==> config.mk <==
export PLATFORM = sky130hd
export DESIGN_NAME = ka750_mic_mem_ctl
export DESIGN_NICKNAME = d
export VERILOG_FILES = /design/src/rtl/ka750_mic_mem_ctl.sv
export SDC_FILE = /design/constraint.sdc
export NUM_CORES = 1
export LEC_CHECK = 0
export BUFFER_PORTS_ARGS = -buffer_cell sky130_fd_sc_hd__buf_2
export CAP_MARGIN = 10
export CORE_MARGIN = 2
export CORE_UTILIZATION = 49
export DETAILED_ROUTE_END_ITERATION = 8
export PLACE_DENSITY = 0.77
export SLEW_MARGIN = 20
export SYNTH_ARGS = -nofsm -noshare
export SYNTH_HDL_FRONTEND = slang
export SYNTH_SLANG_ARGS = --single-unit
==> constraint.sdc <==
create_clock -name b_clk_l -period 6 [get_ports b_clk_l]
set_input_delay 0.6 -clock b_clk_l [delete_from_list [all_inputs] [get_ports b_clk_l]]
set_output_delay 0.6 -clock b_clk_l [all_outputs]
set_load 0.01 [all_outputs]
==> src/rtl/ka750_mic_mem_ctl.sv <==
// MIC memory responder: runs one or two longword memory cycles per DPM request, stalls DPM until done.
// Build option: define MIC_UNALIGNED_EN to split unaligned references into two cycles (else they error).
module ka750_mic_mem_ctl #(
  parameter int unsigned TIMEOUT = 255
) (
  input  logic        b_clk_l,
  input  logic        reset_h,
  input  logic        mem_req_h,
  input  logic        mem_write_h,
  input  logic [2:0]  d_size_h,
  input  logic [31:0] va_h,
  input  logic [31:0] wbus_h,
  output logic        mic_mem_stall_h,
  output logic [31:0] mbus_l_out,
  output logic [29:0] mem_addr_h,
  output logic        mem_rd_h,
  output logic        mem_wr_h,
  output logic [3:0]  mem_mask_h,
  output logic [31:0] mem_wdata_h,
  input  logic        mem_rdy_h,
  input  logic        mem_err_h,
  input  logic [31:0] mem_rdata_h,
  input  logic        err_clr_h,
  output logic        mic_err_h
);

  localparam logic [1:0] S_IDLE = 2'd0;
  localparam logic [1:0] S_CYC1 = 2'd1;
  localparam logic [1:0] S_CYC2 = 2'd2;
  localparam logic [1:0] S_DONE = 2'd3;

  localparam int unsigned CW = $clog2(TIMEOUT + 1);
  localparam logic [CW-1:0] TMO = CW'(TIMEOUT);

  // Lane enables for the reference, spread over two longwords (upper nibble = second cycle).
  function automatic logic [7:0] lane_map(input logic [2:0] sz, input logic [1:0] o);
    logic [7:0] l;
    case (sz)
      3'd0:    l = 8'h01;
      3'd1:    l = 8'h03;
      default: l = 8'h0F;
    endcase
    return l << o;
  endfunction

  logic [1:0]    state_q, state_d;
  logic          write_q, write_d;
  logic [2:0]    size_q, size_d;
  logic [31:0]   va_q, va_d;
  logic [31:0]   wbus_q, wbus_d;
  logic          rd_q, rd_d, wr_q, wr_d;
  logic [29:0]   addr_q, addr_d;
  logic [3:0]    mask_q, mask_d;
  logic [31:0]   wdata_q, wdata_d;
  logic [CW-1:0] cnt_q, cnt_d, cnt_inc;
  logic [31:0]   rdata_q, rdata_d;
  logic          rd_vld_q, rd_vld_d;
  logic          err_q, err_d, err_set;

  logic [7:0]  req_map, cur_map;
  logic        reserved, unaligned_block;
  logic [63:0] wrot_w, rrot_w;
  logic [31:0] rd_ext;

  assign req_map  = lane_map(d_size_h, va_h[1:0]);
  assign cur_map  = lane_map(size_q, va_q[1:0]);
  assign reserved = (d_size_h > 3'd2);
  assign cnt_inc  = cnt_q + 1'b1;
  assign wrot_w   = {wbus_q, wbus_q} << {va_q[1:0], 3'b000};
  assign rrot_w   = {rdata_q, rdata_q} >> {va_q[1:0], 3'b000};

`ifdef MIC_UNALIGNED_EN
  assign unaligned_block = 1'b0;
`else
  assign unaligned_block = |req_map[7:4];
`endif

  always_comb begin
    state_d  = state_q;
    write_d  = write_q;
    size_d   = size_q;
    va_d     = va_q;
    wbus_d   = wbus_q;
    rd_d     = rd_q;
    wr_d     = wr_q;
    addr_d   = addr_q;
    mask_d   = mask_q;
    wdata_d  = wdata_q;
    cnt_d    = cnt_q;
    rdata_d  = rdata_q;
    rd_vld_d = rd_vld_q;
    err_set  = 1'b0;
    case (state_q)
      S_IDLE: begin
        if (mem_req_h) begin
          write_d  = mem_write_h;
          size_d   = d_size_h;
          va_d     = va_h;
          wbus_d   = wbus_h;
          rd_vld_d = 1'b0;
          if (reserved || unaligned_block) begin
            err_set = 1'b1;
            state_d = S_DONE;
          end else begin
            state_d = S_CYC1;
          end
        end
      end
      S_CYC1, S_CYC2: begin
        if (!rd_q && !wr_q) begin
          rd_d    = !write_q;
          wr_d    = write_q;
          addr_d  = (state_q == S_CYC2) ? va_q[31:2] + 30'd1 : va_q[31:2];
          mask_d  = (state_q == S_CYC2) ? cur_map[7:4] : cur_map[3:0];
          wdata_d = wrot_w[63:32];
          cnt_d   = '0;
        end else if (mem_rdy_h) begin
          rd_d = 1'b0;
          wr_d = 1'b0;
          if (mem_err_h) begin
            err_set = 1'b1;
            state_d = S_DONE;
          end else begin
            for (int i = 0; i < 4; i++) begin
              if (mask_q[i]) rdata_d[8*i +: 8] = mem_rdata_h[8*i +: 8];
            end
            if (state_q == S_CYC1 && (|cur_map[7:4])) begin
              state_d = S_CYC2;
            end else begin
              state_d  = S_DONE;
              rd_vld_d = !write_q;
            end
          end
        end else if (cnt_inc == TMO) begin
          rd_d    = 1'b0;
          wr_d    = 1'b0;
          cnt_d   = '0;
          err_set = 1'b1;
          state_d = S_DONE;
        end else begin
          cnt_d = cnt_inc;
        end
      end
      default: state_d = S_IDLE;
    endcase
    // A new error outranks a simultaneous clear.
    err_d = err_set ? 1'b1 : (err_clr_h ? 1'b0 : err_q);
  end

  always_ff @(posedge b_clk_l or posedge reset_h) begin
    if (reset_h) begin
      state_q  <= S_IDLE;
      write_q  <= 1'b0;
      size_q   <= 3'd0;
      va_q     <= 32'd0;
      wbus_q   <= 32'd0;
      rd_q     <= 1'b0;
      wr_q     <= 1'b0;
      addr_q   <= 30'd0;
      mask_q   <= 4'd0;
      wdata_q  <= 32'd0;
      cnt_q    <= '0;
      rdata_q  <= 32'd0;
      rd_vld_q <= 1'b0;
      err_q    <= 1'b0;
    end else begin
      state_q  <= state_d;
      write_q  <= write_d;
      size_q   <= size_d;
      va_q     <= va_d;
      wbus_q   <= wbus_d;
      rd_q     <= rd_d;
      wr_q     <= wr_d;
      addr_q   <= addr_d;
      mask_q   <= mask_d;
      wdata_q  <= wdata_d;
      cnt_q    <= cnt_d;
      rdata_q  <= rdata_d;
      rd_vld_q <= rd_vld_d;
      err_q    <= err_d;
    end
  end

  always_comb begin
    case (size_q)
      3'd0:    rd_ext = {24'd0, rrot_w[7:0]};
      3'd1:    rd_ext = {16'd0, rrot_w[15:0]};
      default: rd_ext = rrot_w[31:0];
    endcase
  end

  assign mic_mem_stall_h = (state_q != S_IDLE);
  assign mbus_l_out      = rd_vld_q ? ~rd_ext : 32'hFFFF_FFFF;
  assign mem_addr_h      = addr_q;
  assign mem_rd_h        = rd_q;
  assign mem_wr_h        = wr_q;
  assign mem_mask_h      = mask_q;
  assign mem_wdata_h     = wdata_q;
  assign mic_err_h       = err_q;

endmodule

==> impl_metrics.xml <==
<?xml version="1.0" encoding="UTF-8"?>
<metrics>
  <group name="die">
    <metric name="core.rowCount" unit="">50</metric>
    <metric name="floorplan.initialDensity" unit="%">50.12</metric>
    <metric name="placeableCoreArea" unit="um2">18830</metric>
    <metric name="dieArea" unit="um2">20390</metric>
    <metric name="die-height" unit="um">142.8</metric>
    <metric name="die_width" unit="um">142.8</metric>
    <metric name="top_level_ports" unit="">208</metric>
  </group>
  <group name="clock_network">
    <metric name="hold_buffers" unit="">0</metric>
    <metric name="cts-root-buf" unit="">clkbuf_16</metric>
    <metric name="post_cts_sizing_count" unit="">0</metric>
    <metric name="cts.sink_count" unit="">180</metric>
    <metric name="cts_made_buffers" unit="">17</metric>
    <metric name="clk-insertion-delay-late" unit="ps">420</metric>
    <metric name="cts_tree" unit="">done</metric>
    <metric name="clkTransAtPathRegs" unit="ps">70</metric>
    <metric name="buffers_inserted_by_post_cts_timing_repair" unit="">0</metric>
    <metric name="htree_num_levels" unit="">4</metric>
    <metric name="cts_max_path_buffers" unit="">2</metric>
  </group>
  <group name="sta">
    <metric name="timing.final.setup_violations" unit="">0</metric>
    <metric name="min_period_over_period" unit="%">53.72</metric>
    <metric name="highest_clock_frequency_the_design_can_meet" unit="GHz">0.3103</metric>
    <metric name="tightestPinTransition" unit="ps">927.4</metric>
    <metric name="relSlewSlack" unit="%">38.18</metric>
    <metric name="rsz0062_at_grt" unit="">no</metric>
    <metric name="slew_viols_final" unit="">0</metric>
    <metric name="report.final.hold_viol_count" unit="">0</metric>
    <metric name="min_period" unit="ps">3223</metric>
    <metric name="fin_skew" unit="ps">10.31</metric>
    <metric name="timing.setup.tns" unit="ps">0</metric>
  </group>
  <group name="finish">
    <metric name="final_core_util" unit="%">59.51</metric>
    <metric name="final_net_count" unit="">1034</metric>
    <metric name="layout-drive-gt1-share" unit="%">48.93</metric>
    <metric name="syn_to_final_growth" unit="%">18.75</metric>
  </group>
  <group name="place">
    <metric name="buffer_ports.inserted" unit="">207</metric>
    <metric name="place.gp.congestion" unit="">0.7945</metric>
    <metric name="dp_hpwl" unit="mm">14.48</metric>
  </group>
  <group name="synth">
    <metric name="synth-seq-cells" unit="">180</metric>
    <metric name="synthArstFlopShare" unit="%">100.0</metric>
    <metric name="synth_top_flop_cell" unit="">dfrtp_1</metric>
    <metric name="post_synth_num_cell_types" unit="">59</metric>
    <metric name="yosysWarningCount" unit="">0</metric>
    <metric name="yosys-top-cells-count" unit="">dfrtp_1, mux2_2, nand2_1</metric>
    <metric name="synth_top_cell_by_area" unit="">dfrtp_1</metric>
    <metric name="synth.top_cell.area_share" unit="%">47.73</metric>
    <metric name="synthesis.nets" unit="">848</metric>
    <metric name="number_of_synthesized_flops_with_an_enable_pin" unit="">0</metric>
    <metric name="syn-cell-area" unit="um2">9438</metric>
    <metric name="yosysMostFrequentCell" unit="">dfrtp_1</metric>
    <metric name="synthesis.instances" unit="">735</metric>
    <metric name="synth_area_per_cell" unit="um2">12.84</metric>
    <metric name="synth.area.top_cells" unit="">dfrtp_1, mux2_2, mux4_2, nand2_1, o21ai_0</metric>
    <metric name="synth.yosys.seq_area_share" unit="%">47.73</metric>
  </group>
  <group name="status">
    <metric name="status" unit="">completed</metric>
  </group>
  <group name="detailed_routing">
    <metric name="drt_wl_total" unit="mm">20.52</metric>
    <metric name="drc" unit="">0</metric>
    <metric name="number_of_violations_reported_at_the_end_of_detailed_routing_iteration_0" unit="">293</metric>
    <metric name="num_vias" unit="">6613</metric>
    <metric name="drtAntennaViolNets" unit="">0</metric>
    <metric name="drt_first_pass_iters" unit="">6</metric>
    <metric name="vias_per_cell" unit="">5.525</metric>
    <metric name="detail_route.wl_per_cell" unit="um">17.14</metric>
  </group>
  <group name="global_routing">
    <metric name="largest_net_degree_at_the_start_of_global_routing" unit="">91</metric>
    <metric name="grt_pass1_wl" unit="mm">33.94</metric>
    <metric name="grt_use_total" unit="%">21.30</metric>
    <metric name="initial_antenna_violation_count" unit="">3</metric>
    <metric name="globalRouteOverflowTotal" unit="">0</metric>
    <metric name="vias_in_the_first_global_route" unit="">6529</metric>
  </group>
  <group name="setup_path">
    <metric name="crit_family" unit="">flip-flops</metric>
    <metric name="worst_path_max_delay_cell" unit="">dfrtp_4</metric>
    <metric name="cp_cell_sequence" unit="">buf_4 -&gt; mux4_2 -&gt; nand2_1 -&gt; buf_2</metric>
    <metric name="setup.worst_path.start_class" unit="">flop</metric>
    <metric name="crit_arrival" unit="ps">2620</metric>
    <metric name="delay_contributed_by_the_slowest_stage_of_the_critical_path" unit="ps">920</metric>
    <metric name="endpoint_kind" unit="">output pin</metric>
    <metric name="timing.critical_path.required" unit="ps">5400</metric>
    <metric name="crit_buf_inv" unit="">2</metric>
    <metric name="critPathMaxFanout" unit="">45</metric>
    <metric name="worst-setup-path-type" unit="">reg -&gt; out</metric>
  </group>
  <group name="hold_path">
    <metric name="hold_path.class" unit="">in -&gt; async</metric>
  </group>
  <group name="run">
    <metric name="max_cap_violations" unit="">0</metric>
  </group>
  <group name="power">
    <metric name="leakage" unit="nW">4.874</metric>
    <metric name="peakVddDrop" unit="mV">0.2929</metric>
    <metric name="p_per_area" unit="nW/um2">563.4</metric>
  </group>
</metrics>
==> cells in the final DEF (no fill, tap or decap), types with 7 or more instances in the layout <==
cell / count
a21oi_1: 10
buf_2: 207
clkbuf_16: 17
dfrtp_1: 178
ha_1: 7
inv_1: 16
inv_6: 7
mux2_2: 129
mux4_2: 64
nand2_1: 101
nand3_1: 12
nand4_1: 9
nor2_1: 16
nor3_1: 8
o21ai_0: 34
o21ai_1: 9
xnor2_1: 12
xor2_1: 17
==> path summary, 6_finish.rpt <==
path	start	end	slack [ps]	cells past startpoint
max in group asynchronous	reset_h	va_q[1]$_DFFE_PP0P_	4480	3
worst max-delay path	va_q[0]$_DFFE_PP0P_	mbus_l_out[14]	2780	4
worst min-delay path	reset_h	va_q[20]$_DFFE_PP0P_	330	2
min in group b_clk_l	mem_write_h	write_q$_DFFE_PP0P_	370	3
worst max register to register	state_q[0]$_DFFE_PP0P_	mem_addr_h[16]$_DFFE_PP0P_	3350	6
worst min register to register	mem_addr_h[11]$_DFFE_PP0P_	mem_addr_h[11]$_DFFE_PP0P_	470	2
==> per-stage QoR <==
stage	cell area, um2	hold slack, ps	setup WS [ps]	instances	total power, W
floorplan	9438	467.2	513.0	735	0.004540
global placement	10630	455.9	3214	1162	0.005175
detailed placement	10630	461.7	3183	1162	0.005275
CTS	11200	347.0	2711	1194	0.006377
global route	11200	352.6	2585	1196	0.006786
finish	11210	332.3	2777	1197	0.006314
==> layer usage <==
metal,share of wire (%),global-route usage [%],vias up
met4,1.7,5.993,0
li1,-,-,3073
met1,43,28.49,3332
met2,50,34.46,184
met5,0,0,-
met3,6.0,5.869,24
==> worst reg2reg max path: stages (launching register included) <==
cell	delay, ps
dfrtp_1	400
inv_1	80
ha_1	420
inv_1	160
or3_4	350
buf_4	690
mux2_2	440
==> registers in the layout, summed over array words and instances (netlist names), 2 cells and up <==
register	count
mem_wdata_h	32
rdata_q	32
va_q	32
wbus_q	32
mem_addr_h	30
cnt_q	8
mem_mask_h	4
size_q	3
state_q	2
==> final cells by class <==
type | instances | area (um2)
flip-flops and latches | 180 | 4512
well taps | 260 | 325.3
clock inverters | 15 | 143.9
multi-input cells | 493 | 4651
diodes | 3 | 7.507
inverters | 17 | 68.82
clock buffers | 17 | 425.4
fillers | 1546 | 7624
repair buffers | 212 | 1074
==> report_power, final <==
| group | internal, W | switching, W |
|---|---|---|
| combinational | 0.00160 | 0.00114 |
| sequential | 0.00182 | 0.000676 |
| clock | 0.000582 | 0.000498 |
| total | 0.00400 | 0.00231 |
==> cells by family after synthesis <==
| group | share of synthesized area (%) |
|---|---|
| muxes | 31.00 |
| DFF | 47.73 |
| and+or+nand+nor | 8.684 |
| AOI/OAI and AO/OA | 5.900 |
| buffers and inverters | 3.076 |
| xor gates and xnor gates | 2.691 |
| adders and majority gates | 0.9280 |
No activity file was read; power rests on OpenSTA's default activity.
